$ cat src/rtl/div_seq_pkg.sv
// Shared constants for the sequential divider: opcode encodings, FSM state codes and
// the counter-width helper.
package div_seq_pkg;

   localparam logic [4:0] ALU_DIV  = 5'h10;
   localparam logic [4:0] ALU_DIVU = 5'h11;
   localparam logic [4:0] ALU_REM  = 5'h12;
   localparam logic [4:0] ALU_REMU = 5'h13;

   localparam logic [1:0] DIV_ST_IDLE = 2'd0;
   localparam logic [1:0] DIV_ST_CALC = 2'd1;
   localparam logic [1:0] DIV_ST_DONE = 2'd2;

   // Counter must hold XLEN itself, hence one bit more than $clog2.
   function automatic int unsigned div_cnt_w(input int unsigned xlen);
      return $clog2(xlen) + 1;
   endfunction

endpackage

$ cat src/rtl/div_step.sv
// One restoring-division step: shift the next dividend bit into the partial remainder and
// subtract the divisor when it fits.
module div_step #(
   parameter int unsigned XLEN = 32
) (
   input  logic [XLEN-1:0] part_rem,
   input  logic            dvd_bit,
   input  logic [XLEN-1:0] divisor,
   output logic [XLEN-1:0] next_rem,
   output logic            q_bit
);

   logic [XLEN:0] shifted;
   logic [XLEN:0] diff;

   // The remainder is always below the divisor, so after subtraction it fits in XLEN bits.
   always_comb begin
      shifted  = {part_rem, dvd_bit};
      diff     = shifted - {1'b0, divisor};
      q_bit    = (shifted >= {1'b0, divisor});
      next_rem = q_bit ? diff[XLEN-1:0] : shifted[XLEN-1:0];
   end

endmodule

$ cat src/rtl/div_seq.sv
// Iterative radix-2 divider for DIV/DIVU/REM/REMU and their word forms, with a valid/ready
// handshake, single-cycle early-out for special cases and synchronous flush.
module div_seq
   import div_seq_pkg::*;
#(
   parameter int unsigned XLEN = 32
) (
   input  logic            clk,
   input  logic            rst_n,
   input  logic            flush,
   input  logic            in_valid,
   output logic            in_ready,
   input  logic            s_32,
   input  logic [4:0]      opcode,
   input  logic [XLEN-1:0] rs1,
   input  logic [XLEN-1:0] rs2,
   output logic            out_valid,
   input  logic            out_ready,
   output logic [XLEN-1:0] rd
);

   localparam int unsigned DIV_CNT_W = div_cnt_w(XLEN);

   function automatic logic [XLEN-1:0] ext32(input logic [31:0] v, input logic sgn);
      logic [XLEN-1:0] r;
      r       = '0;
      r[31:0] = v;
      for (int i = 32; i < XLEN; i++) r[i] = sgn & v[31];
      return r;
   endfunction

   logic [1:0]           state_q;
   logic [DIV_CNT_W-1:0] count_q;
   logic [XLEN-1:0]      dvd_q;
   logic [XLEN-1:0]      rem_q;
   logic [XLEN-1:0]      dsr_q;
   logic                 neg_q;
   logic                 rsel_q;
   logic                 word_q;
   logic [XLEN-1:0]      rd_q;

   logic                 is_signed;
   logic                 is_rem;
   logic                 op_known;
   logic                 special;
   logic                 neg_init;
   logic [XLEN-1:0]      opa;
   logic [XLEN-1:0]      opb;
   logic [XLEN-1:0]      abs_a;
   logic [XLEN-1:0]      abs_b;
   logic [XLEN-1:0]      min_neg;
   logic [XLEN-1:0]      spec_res;
   logic [XLEN-1:0]      spec_fin;
   logic [XLEN-1:0]      dvd_init;
   logic [DIV_CNT_W-1:0] cnt_init;

   logic [XLEN-1:0]      next_rem;
   logic                 q_bit;
   logic [XLEN-1:0]      q_fin;
   logic [XLEN-1:0]      res_mag;
   logic [XLEN-1:0]      res_fix;
   logic [XLEN-1:0]      done_res;

   // Operand preparation and special-case detection for the request at the input.
   always_comb begin
      op_known  = 1'b1;
      is_signed = 1'b0;
      is_rem    = 1'b0;
      case (opcode)
         ALU_DIV:  is_signed = 1'b1;
         ALU_DIVU: op_known  = 1'b1;
         ALU_REM: begin
            is_signed = 1'b1;
            is_rem    = 1'b1;
         end
         ALU_REMU: is_rem    = 1'b1;
         default:  op_known  = 1'b0;
      endcase

      opa     = s_32 ? ext32(rs1[31:0], is_signed) : rs1;
      opb     = s_32 ? ext32(rs2[31:0], is_signed) : rs2;
      min_neg = s_32 ? ext32(32'h8000_0000, 1'b1) : {1'b1, {(XLEN-1){1'b0}}};
      abs_a   = (is_signed && opa[XLEN-1]) ? -opa : opa;
      abs_b   = (is_signed && opb[XLEN-1]) ? -opb : opb;

      // Word operands sit in the top half so that 32 shifts leave the quotient in [31:0].
      dvd_init = s_32 ? (abs_a << (XLEN - 32)) : abs_a;
      cnt_init = s_32 ? DIV_CNT_W'(32) : DIV_CNT_W'(XLEN);
      neg_init = is_signed & (is_rem ? opa[XLEN-1] : (opa[XLEN-1] ^ opb[XLEN-1]));

      special  = 1'b1;
      spec_res = '0;
      if (!op_known) begin
         spec_res = '0;
      end else if (opb == '0) begin
         spec_res = is_rem ? opa : '1;
      end else if (is_signed && (opa == min_neg) && (opb == '1)) begin
         spec_res = is_rem ? '0 : opa;
      end else begin
         special = 1'b0;
      end
      spec_fin = s_32 ? ext32(spec_res[31:0], 1'b1) : spec_res;
   end

   div_step #(
      .XLEN(XLEN)
   ) u_step (
      .part_rem(rem_q),
      .dvd_bit (dvd_q[XLEN-1]),
      .divisor (dsr_q),
      .next_rem(next_rem),
      .q_bit   (q_bit)
   );

   // Sign fix-up applied to the final step's outputs on the way into DONE.
   always_comb begin
      q_fin    = {dvd_q[XLEN-2:0], q_bit};
      res_mag  = rsel_q ? next_rem : q_fin;
      res_fix  = neg_q ? -res_mag : res_mag;
      done_res = word_q ? ext32(res_fix[31:0], 1'b1) : res_fix;
   end

   always_ff @(posedge clk) begin
      if (!rst_n) begin
         state_q <= DIV_ST_IDLE;
         count_q <= '0;
         dvd_q   <= '0;
         rem_q   <= '0;
         dsr_q   <= '0;
         neg_q   <= 1'b0;
         rsel_q  <= 1'b0;
         word_q  <= 1'b0;
         rd_q    <= '0;
      end else if (flush) begin
         state_q <= DIV_ST_IDLE;
      end else begin
         case (state_q)
            DIV_ST_IDLE: begin
               if (in_valid) begin
                  if (special) begin
                     rd_q    <= spec_fin;
                     state_q <= DIV_ST_DONE;
                  end else begin
                     dvd_q   <= dvd_init;
                     rem_q   <= '0;
                     dsr_q   <= abs_b;
                     count_q <= cnt_init;
                     neg_q   <= neg_init;
                     rsel_q  <= is_rem;
                     word_q  <= s_32;
                     state_q <= DIV_ST_CALC;
                  end
               end
            end
            DIV_ST_CALC: begin
               dvd_q   <= q_fin;
               rem_q   <= next_rem;
               count_q <= count_q - DIV_CNT_W'(1);
               if (count_q == DIV_CNT_W'(1)) begin
                  rd_q    <= done_res;
                  state_q <= DIV_ST_DONE;
               end
            end
            DIV_ST_DONE: begin
               if (out_ready) state_q <= DIV_ST_IDLE;
            end
            default: state_q <= DIV_ST_IDLE;
         endcase
      end
   end

   assign in_ready  = (state_q == DIV_ST_IDLE);
   assign out_valid = (state_q == DIV_ST_DONE);
   assign rd        = rd_q;

endmodule

$ cat config.mk
export PLATFORM = sky130hd
export DESIGN_NAME = div_seq
export DESIGN_NICKNAME = d
export VERILOG_FILES = /design/src/rtl/div_seq_pkg.sv /design/src/rtl/div_step.sv /design/src/rtl/div_seq.sv
export SDC_FILE = /design/constraint.sdc
export NUM_CORES = 1
export LEC_CHECK = 0
export BUFFER_PORTS_ARGS = -buffer_cell sky130_fd_sc_hd__buf_2
export CELL_PAD_IN_SITES_DETAIL_PLACEMENT = 0
export CELL_PAD_IN_SITES_GLOBAL_PLACEMENT = 1
export CORE_UTILIZATION = 46
export CTS_BUF_LIST = sky130_fd_sc_hd__clkbuf_8
export DETAILED_ROUTE_END_ITERATION = 8
export GPL_ROUTABILITY_DRIVEN = 0
export HOLD_SLACK_MARGIN = 0.02
export PLACE_DENSITY_LB_ADDON = 0.1
export SYNTH_ARGS = -nofsm -noshare
export SYNTH_HDL_FRONTEND = slang
export SYNTH_HIERARCHICAL = 1
export SYNTH_SLANG_ARGS = --single-unit
$ cat constraint.sdc
create_clock -name clk -period 5 [get_ports clk]
set_input_delay 1 -clock clk [delete_from_list [all_inputs] [get_ports clk]]
set_output_delay 1 -clock clk [all_outputs]
set_load 0.01 [all_outputs]
==> flow_summary.toml <==
[layout]
layout-drive-gt1-share = 0.1816
multi_input_comb_area_sq_um = 7410
seq_area_sq_um = 2764
fillers = 2323
nets = 1633
fin_util = 0.5346
mostFrequentLayoutCell = "nand2_1"
final_cell_mix = "166 x nand2_1, 137 x dfxtp_1, 121 x a21oi_1"
syn2layout_area_growth_pct = 12.87
antenna_cells = 0

[clock_network]
cts_buffers = 17
cts.clk_slew.worst_paths_ns = 0.09
insertion_delay_ns = 0.46
post-cts-setup-buffer-count = 0
cts_hold_buf = 0
htreeDepth = 4
clock_sinks = 138
root_buffer = "clkbuf_8"
cts_tree = "done"
clk_path_buf_depth = 2

[synthesis]
synth_nets = 1539
syn_area_sq_um = 10820
ys_seq_area_frac = 0.2553
synth_seq_cells = 138
synth-warning-count = 6
avgSynthCellArea_sq_um = 7.594
synth_enable_flop_cells = 0
synth_area_leaders = "dfxtp_1 26%, nand2_1 5.8%, a21oi_1 5.6%"
synth-main-ff-cell = "dfxtp_1"
ys_types = 84
syn-instance-count = 1425
yosysTopAreaCellShare = 0.2553
yosysTopAreaCell = "dfxtp_1"
synthArstFlopShare = 0

[die]
row_count = 55
dieArea_sq_um = 24140
start_util = 0.4737
die_h_um = 155.4
die_w_um = 155.4
ioPinCount = 109
coreArea_sq_um = 22850

[sta]
skew_ns = 0.01854
setup_viol = 0
maxSlewViolCount = 0
relSlewSlack = 0.2860
period_needed_ns = 4.680
fin_crit_sh = 0.9361
worst_slack_ns = 0.3196
max_freq_mhz = 213.7
hold_viol_final = 0
worstMarginPinSlew_ns = 1.071
rsz0062_at_grt = "no"

[place]
detailed_place_hpwl_um = 25010
port_buffers = 107
dp_slack_ns = -0.05066

[grt]
grt_pass1_wl_um = 53260
grt_overflow = 0
antenna_found_initial = 0
grt_pass1_vias = 9872
grt_max_degree = 65
grtUsageTotal = 0.2813

[routing]
antenna_left = 0
wl_per_cell_um = 18.12
drc = 0
vias = 10650
dr.pass1.iters = 5
wl_um = 33410
dr.first_iter.drc_count = 724
viasPerCell = 5.778

[pwr]
clkPwrFrac = 0.354
peakVddDrop_mv = 0.1345
p_leak_nw = 4.508
p_switching_uw = 984.2
power.share.combinational = 0.267
power.density_nw_per_um2 = 247.1
intPower_mw = 2.034
sw_frac_of_total = 0.3261
seqPwrFrac = 0.379

[worst_setup_path]
crit_type = "reg -> reg"
crit_path_end_kind = "flip-flop"
crit_required_ns = 5.39
worstPathArrival_ns = 5.07
crit_path_start_kind = "flip-flop"
path_max_fanout = 15

[run_status]
status = "complete, no violations"

[flow_run]
max_cap_violations = 0

[min_path]
hold_class = "reg -> reg"
final cells by class:
class                   instances  area share
clock buffers                  17     0.01916
flip-flops and latches        138      0.2263
multi-input cells            1139      0.6066
clock inverters                14     0.01711
inverters                      54     0.01680
well taps                     313     0.03206
repair buffers                169     0.08195
layer usage:
layer / vias up / wire [um] / global-route usage
met4: 0 / 891 / 0.09664
met2: 251 / 15530 / 0.4657
met1: 4978 / 15580 / 0.3752
li1: 5381 / - / -
met5: - / 0 / 0
met3: 44 / 1400 / 0.03621
metrics by stage:
step                      total power [mW]  area (sq um)  setup TNS (ns)  hold slack [ns]  cells
after floorplan                      1.669         10820               0           0.4427   1425
after global placement               1.962         11750        -0.05993           0.4594   1813
after detailed placement             1.963         11750        -0.06465           0.4663   1813
after CTS                            3.034         12190               0           0.4787   1844
after global routing                 3.156         12210               0           0.5014   1844
final                                3.018         12210               0           0.4758   1844
power groups by stage:
stage	sequential, mW	combinational, mW	clock, mW
2_1_floorplan	1.17	0.494	0
5_1_grt	1.15	0.869	1.14
3_5_place_dp	1.17	0.793	0
3_3_place_gp	1.17	0.792	0
6_report	1.14	0.807	1.07
4_1_cts	1.14	0.798	1.09
logic make-up (layout without fill, tap and decap cells):
group,after synthesis,in the layout,share of synthesized area
AO/OA/AOI/OAI,424,424,0.2457
XOR/XNOR,113,113,0.09146
adder cells (fa/ha/maj),39,39,0.04579
buffers and inverters,148,254,0.06521
flip-flops,138,138,0.2553
multiplexers,68,68,0.06960
AND/OR/NAND/NOR,495,495,0.2270
synth_stat cells (8+ instances only):
library cell  count
mux2i_1          37
dfxtp_1         138
xnor2_1          64
a31oi_1          47
ha_1             38
nor2_1          109
buf_2            15
mux2_2           22
o31ai_1          15
mux2_4            9
o21ai_0          87
a21o_1            9
xor2_1           49
nand3_1          50
or3_1            10
nor3_1           35
o41ai_1          10
nand2_1         166
nor4b_1           8
o211ai_1         29
a211oi_1         25
nand4_1          28
nor4_1           14
nor2b_1           9
nand2b_1         12
nor3b_1           9
a21oi_1         121
clkbuf_1         54
inv_1            51
o21ai_1          25
flip-flops by register name, indices dropped and copies added, names as in the netlist:
register,flops
dsr_q,32
dvd_q,32
rd,32
rem_q,32
count_q,6
state_q,2
neg_q,1
rsel_q,1
path summary, 6_finish.rpt:
path / startpoint / slack, ns / end / cells past startpoint
setup reg to reg: rem_q[10]$_SDFFE_PN0P_ / 0.32 / rd[31]$_SDFFE_PN0P_ / 22
setup / recovery: rem_q[10]$_SDFFE_PN0P_ / 0.32 / rd[31]$_SDFFE_PN0P_ / 22
hold reg to reg: rem_q[15]$_SDFFE_PN0P_ / 0.48 / rem_q[15]$_SDFFE_PN0P_ / 2
hold / removal: rem_q[15]$_SDFFE_PN0P_ / 0.48 / rem_q[15]$_SDFFE_PN0P_ / 2
critical path, cell delays in order (launching register included):
cell	delay, ns
dfxtp_1	0.36
ha_1	0.34
buf_4	0.17
nand4_1	0.11
a211oi_1	0.06
or3_4	0.39
nor4b_4	0.35
o21ai_2	0.13
a31oi_4	0.20
o21a_4	0.17
inv_4	0.09
buf_4	0.17
mux2_2	0.28
buf_4	0.14
mux2i_1	0.17
o21ai_0	0.20
buf_4	0.21
nor4_2	0.19
buf_4	0.21
a41oi_1	0.18
xnor2_1	0.22
nand2_1	0.09
a31oi_1	0.19
timing repair:
| action | 4_1_cts | 5_1_grt |
|---|---|---|
| endpoints found under the setup margin | 3 | 10 |
| pin swaps | 0 | 0 |
| gates resized for setup | 1 | 5 |
(Power assumes the default switching activity.)
